--- src/rtl/stream_demux_1xn.sv ---
// stream_demux_1xn: 1-to-N packet stream demultiplexer with one register
// slot per output channel. The destination is chosen by in_sel on the first
// beat of a packet and held until the beat carrying in_last is accepted.
// Packets addressed to a channel that does not exist are accepted and
// discarded.
//
// Optional feature: define DEMUX_DROP_CNT_EN to add the 16-bit saturating
// drop_cnt output, which counts the discarded beats.
//
// state | meaning
// ------+----------------------------------------------------------------
// IDLE  | waiting for the first beat of a packet; in_sel picks the channel
// PKT   | inside a packet; beats follow cur_sel, in_sel is ignored
module stream_demux_1xn #(
    parameter int DATA_W = 8,
    parameter int N_CH   = 8,
    parameter int SEL_W  = $clog2(N_CH)
) (
    input  logic                     clk,
    input  logic                     rst_n,
    input  logic [DATA_W-1:0]        in_data,
    input  logic                     in_valid,
    input  logic                     in_last,
    input  logic [SEL_W-1:0]         in_sel,
    output logic                     in_ready,
    output logic [N_CH*DATA_W-1:0]   out_data,
    output logic [N_CH-1:0]          out_valid,
    output logic [N_CH-1:0]          out_last,
    input  logic [N_CH-1:0]          out_ready
`ifdef DEMUX_DROP_CNT_EN
    ,
    output logic [15:0]              drop_cnt
`endif
);

    typedef enum logic [0:0] {IDLE, PKT} state_t;

    // N_CH widened by one bit so a full-range in_sel can be compared against it
    localparam logic [SEL_W:0] N_CH_X = (SEL_W+1)'(N_CH);

    state_t             state;
    logic [SEL_W-1:0]   cur_sel;
    logic               drop_pkt;

    logic [SEL_W-1:0]   dst;
    logic               sel_ok;
    logic               drop_now;
    logic               dst_free;
    logic               accept;
    logic [N_CH-1:0]    wr;

    // Destination decode, ready generation and per-slot write enables
    always_comb begin
        dst      = (state == PKT) ? cur_sel : in_sel;
        sel_ok   = ({1'b0, in_sel} < N_CH_X);
        drop_now = (state == PKT) ? drop_pkt : !sel_ok;
        dst_free = 1'b0;
        for (int k = 0; k < N_CH; k++) begin
            if (dst == SEL_W'(k)) begin
                // a full slot that drains this cycle can take the new beat
                dst_free = !out_valid[k] || out_ready[k];
            end
        end
        // beats of a dropped packet are always swallowed
        in_ready = drop_now || dst_free;
        accept   = in_valid && in_ready;
        wr       = '0;
        for (int k = 0; k < N_CH; k++) begin
            wr[k] = accept && !drop_now && (dst == SEL_W'(k));
        end
    end

    // Packet framing FSM: latch destination on the first beat, release on last
    always_ff @(posedge clk or negedge rst_n) begin
        if (!rst_n) begin
            state    <= IDLE;
            cur_sel  <= '0;
            drop_pkt <= 1'b0;
        end else begin
            case (state)
                IDLE: begin
                    if (accept) begin
                        cur_sel  <= in_sel;
                        drop_pkt <= !sel_ok;
                        if (!in_last) begin
                            state <= PKT;
                        end
                    end
                end
                PKT: begin
                    if (accept && in_last) begin
                        state <= IDLE;
                    end
                end
                default: state <= IDLE;
            endcase
        end
    end

    // Per-channel output slots: load on write, empty when drained
    always_ff @(posedge clk or negedge rst_n) begin
        if (!rst_n) begin
            out_data  <= '0;
            out_valid <= '0;
            out_last  <= '0;
        end else begin
            for (int k = 0; k < N_CH; k++) begin
                if (wr[k]) begin
                    out_data[k*DATA_W +: DATA_W] <= in_data;
                    out_last[k]                  <= in_last;
                    out_valid[k]                 <= 1'b1;
                end else if (out_valid[k] && out_ready[k]) begin
                    out_valid[k] <= 1'b0;
                end
            end
        end
    end

`ifdef DEMUX_DROP_CNT_EN
    // Saturating count of beats discarded for an out-of-range destination
    always_ff @(posedge clk or negedge rst_n) begin
        if (!rst_n) begin
            drop_cnt <= '0;
        end else if (accept && drop_now && (drop_cnt != 16'hFFFF)) begin
            drop_cnt <= drop_cnt + 16'd1;
        end
    end
`endif

endmodule
--- config.mk ---
export PLATFORM = sky130hd
export DESIGN_NAME = stream_demux_1xn
export DESIGN_NICKNAME = d
export VERILOG_FILES = /design/src/rtl/stream_demux_1xn.sv
export SDC_FILE = /design/constraint.sdc
export NUM_CORES = 1
export LEC_CHECK = 0
export ABC_AREA = 0
export CAP_MARGIN = 20
export CORE_AREA = 2 2 96 98
export DETAILED_ROUTE_END_ITERATION = 8
export DIE_AREA = 0 0 98 100
export PLACE_DENSITY = 0.79
export SETUP_SLACK_MARGIN = 0.4
export SYNTH_ARGS = -nofsm -noshare
export SYNTH_HDL_FRONTEND = slang
export SYNTH_SLANG_ARGS = --single-unit
--- constraint.sdc ---
create_clock -name clk -period 3.04 [get_ports clk]
set_input_delay 0.76 -clock clk [delete_from_list [all_inputs] [get_ports clk]]
set_output_delay 0.76 -clock clk [all_outputs]
set_load 0.05 [all_outputs]
# Word-level counts from Yosys, hierarchy flattened

Cells that the tools add are included.

Bits in registers: 84
Input bits: 23

Equality and inequality tests: 7
Multiplexer cells: 29
Bitwise operators: 1
Reductions and logical operators: 44

Operator list:

| operator                                                        | count |
|---|---|
| 1-bit 2-to-1 mux                                                | 27 |
| 1-bit logical AND                                               | 18 |
| 2-bit nonzero test                                              | 8 |
| 3-bit == test, second input constant                            | 4 |
| 1-bit zero test                                                 | 8 |
| 1-bit logical OR                                                | 8 |
| 3-bit by 2-bit == test with 1-bit output, second input constant | 2 |
| 3-bit by 1-bit == test with 1-bit output, second input constant | 1 |
| 3-bit zero test                                                 | 1 |
| 3-bit 2-to-1 mux                                                | 1 |
| 1-bit one-hot mux with 2 select lines                           | 1 |
| 2-bit AND reduction                                             | 1 |
| 1-bit NOT                                                       | 1 |

# Depth between registers and ports, before layout

Depth after elaboration: 14
Mapped depth: 9

# Least setup slack after synthesis

Ideal clock, no wire load.

Path type: input port to output port
Start point: in in_sel[1]
End point: out in_ready
Data arrival time: 2.799 ns
Path slack: -0.519 ns
Cell stages on the path: 7
Path buffers: 1
Cell sequence: inv_2 > o32a_1 > o2111ai_1 > and2_1 > buf_6 > a21oi_1 > o21ai_0

Word-level cells in the longest chain between the ends: 10
Elaborated cells between the ends (all ways): 17
Classes of those cells: eq/ne: 7; mux: 9; reduce/logical: 1

Ends and longest elaborated chain:

| element                        | line | text |
|---|---|---|
| start: declaration             | 24   | `input logic [SEL_W-1:0] in_sel,` |
| 3-bit 2-to-1 mux *             | 54   | `dst = (state == PKT) ? cur_sel : in_sel;` |
| 3-bit zero test                | 59   | `if (dst == SEL_W'(k)) begin` |
| 1-bit 2-to-1 mux (7 in series) | 59   |  |
| 1-bit 2-to-1 mux *             | 59   |  |
| end: declaration               | 25   | `output logic in_ready,` |

Mark *: on every way between the ends. The rest lies on a longest branch, timed or not.

# Final worst setup path

Ends and elaborated chain as after synthesis.

==> impl_metrics.env <==
export IMPL_clk_latency_ns=0.35
export IMPL_yosys_area_top_type="dfrtp_1"
export IMPL_via_count=2724
export IMPL_cts_buffers_inserted=9
export IMPL_synthAdderAreaFrac_pct=0
export IMPL_syn_nets=296
export IMPL_cp_data_arrival_time_ns=2.03
export IMPL_synth_most_common_cell="dfrtp_1"
export IMPL_synth_edff_count=0
export IMPL_place_ws_ns=-0.238
export IMPL_hp_class="in -> async"
export IMPL_die_h_um=100
export IMPL_synthMuxAreaShare_pct=14.3
export IMPL_start_util_pct=38.7
export IMPL_cpPeakStageDelay_ns=0.40
export IMPL_synth_xor_area_share_pct=0
export IMPL_gp_congestion=0.911
export IMPL_drt_iter0_markers=104
export IMPL_yosysUniqueCellTypes=39
export IMPL_cts_tree="yes"
export IMPL_pin_count=104
export IMPL_setup_ws_ns=0.246
export IMPL_vias_per_cell=5.15
export IMPL_r2r_slack_ns=0.66
export IMPL_cts_root_buf="clkbuf_8"
export IMPL_drtAntennaViolNets=0
export IMPL_path_clk_slew_ns=0.08
export IMPL_synth_seq_cells=84
export IMPL_crit_fanout=4
export IMPL_port_buffer_count=103
export IMPL_syn_inst=273
export IMPL_synth_warnings=0
export IMPL_synth_compound_area_share_pct=11.8
export IMPL_seq_area_frac_synth_pct=61.0
export IMPL_cts_max_level=3
export IMPL_overflow=0
export IMPL_start_kind="primary input"
export IMPL_period_share_pct=91.9
export IMPL_synth_top_family_by_area="multiplexers"
export IMPL_synthTopCellsByCount="84 x dfrtp_1, 39 x nand2_1, 30 x mux2_2"
export IMPL_drc=0
export IMPL_clock_sinks=84
export IMPL_critPathRequiredTime_ns=2.28
export IMPL_n_antenna_cell=0
export IMPL_syn_to_final_growth_pct=50.6
export IMPL_drive_above_1_share_pct=27.5
export IMPL_finalNetCount=437
export IMPL_grt_use_total_pct=20.3
export IMPL_slew_headroom_pct=64.0
export IMPL_synthArstFlopShare_pct=100
export IMPL_synth_cell_area_um2=3440
export IMPL_endpoint_kind="output port"
export IMPL_critPathKind="in -> out"
export IMPL_maxSlewViolCount=0
export IMPL_min_period_ns=2.79
export IMPL_synth_top_area_share_pct=61.0
export IMPL_antenna_found_initial=0
export IMPL_chipWidth_um=98
export IMPL_skew_ns=0.00835
export IMPL_hold_viol=0
export IMPL_totalWireLength_mm=9.55
export IMPL_worst_slew_pin_slew_ns=0.540
export IMPL_row_count=35
export IMPL_grt_max_degree=85
export IMPL_grt_pass1_wl_mm=15.6
export IMPL_worstPathBufferInverterCount=3
export IMPL_synthSimpleGateAreaFrac_pct=11.3
export IMPL_maxCapViolCount=0
export IMPL_rsz0062_at_grt="true"
export IMPL_wl_per_cell_um=18.0
export IMPL_slowest_stage="o32a_1"
export IMPL_die_area_um2=9800
export IMPL_avgSynthCellArea_um2=12.6
export IMPL_synth_ff_type="dfrtp_1"
export IMPL_status="completed"
export IMPL_dp_hpwl_mm=6.77
export IMPL_path_cells="buf_8 > inv_2 > o32a_1 > o2111ai_2 > and2_4 > a21oi_4 > o21ai_4 > buf_12"
export IMPL_crit_family="compound AO/OA/AOI/OAI gates"
export IMPL_max_freq_mhz=358
export IMPL_hold_buffers=0
export IMPL_first_global_vias=2899
export IMPL_core_um2=8890
export IMPL_synthTopCellsByArea="dfrtp_1 61%, mux2_2 9.8%, o2bb2ai_1 4.6%"
export IMPL_finalSetupViolCount=0
export IMPL_drt_first_pass_iters=4
export IMPL_clk_path_buf_depth=2
-- through the flow --
step | cells | area [µm²] | setup TNS (ns) | hold slack, ns | utilization, %
after floorplan | 273 | 3460 | 0 | 0.464 | -
after global placement | 506 | 4820 | -0.212 | 0.464 | 54.3
after detailed placement | 506 | 4820 | -0.238 | 0.474 | 54.3
after CTS | 527 | 5140 | 0 | 0.494 | 57.9
after global routing | 529 | 5180 | 0 | 0.286 | 58.3
final | 529 | 5180 | 0 | 0.282 | 58.3
-- cells in the final DEF (no fill, tap or decap), types with 4 or more instances in the layout --
| master | n |
|---|---|
| a21oi_1 | 5 |
| buf_12 | 4 |
| buf_4 | 31 |
| clkbuf_8 | 9 |
| clkdlybuf4s50_1 | 96 |
| dfrtp_1 | 83 |
| mux2_2 | 29 |
| mux2_4 | 10 |
| nand2_1 | 39 |
| nand2b_1 | 7 |
| nand3_1 | 4 |
| nor2_1 | 7 |
| o21ai_0 | 23 |
| o2bb2ai_1 | 18 |
-- state kept, by name (all words and copies together), names as in the netlist, named ones only --
register / count
out_last: 8
out_data: 64
out_valid: 8
cur_sel: 3
-- final cells by class --
type,count,area [µm²]
Fill cell,739,3700
Sequential cell,84,2100
Clock buffer,9,124
Inverter,2,7.51
Timing Repair Buffer,137,1350
Tap cell,111,139
Clock inverter,6,90.1
Multi-Input combinational cell,180,1370
-- routing by layer --
layer | wire length, µm | part of all wire, % | GRT usage, %
met2 | 4690 | 49 | 33.8
met3 | 461 | 4.8 | 4.87
met1 | 4220 | 44 | 26.5
met5 | 0 | 0 | 0
met4 | 177 | 1.9 | 6.41
-- what timing repair did --
| item | CTS | global route |
|---|---|---|
| buffers inserted | 6 | 1 |
| pin swaps | 7 | 4 |
| setup endpoints to repair | 7 | 1 |
| resized for setup | 31 | 1 |
-- final timing paths --
kind                                           from                       end  cells after the start
max                                       in_sel[1]                  in_ready                      8
min                                           rst_n  out_valid[0]$_DFFE_PN0P_                      1
max reg2reg                                    flop  out_data[35]$_DFFE_PN0P_                      7
min reg2reg                out_data[57]$_DFFE_PN0P_  out_data[57]$_DFFE_PN0P_                      2
max in group asynchronous                     rst_n                 async pin                      2
min in group clk           out_data[57]$_DFFE_PN0P_  out_data[57]$_DFFE_PN0P_                      2
-- kinds of logic (layout without fill, tap and decap cells) --
family | Yosys count | in the layout
AO/OA/AOI/OAI | 61 | 61
buffers and inverters | 9 | 154
flip-flops | 84 | 84
multiplexers | 41 | 41
AND/OR/NAND/NOR | 78 | 78
-- worst reg2reg max path, stage by stage (launching register included) --
cell	delay, ns
dfrtp_2	0.47
buf_4	0.18
mux2_4	0.35
buf_4	0.15
buf_4	0.16
nor2_2	0.28
nand3_2	0.32
mux2_2	0.37
Power is not shown: default switching activity piles up to over one toggle a cycle in this logic, so the estimate is an artifact.
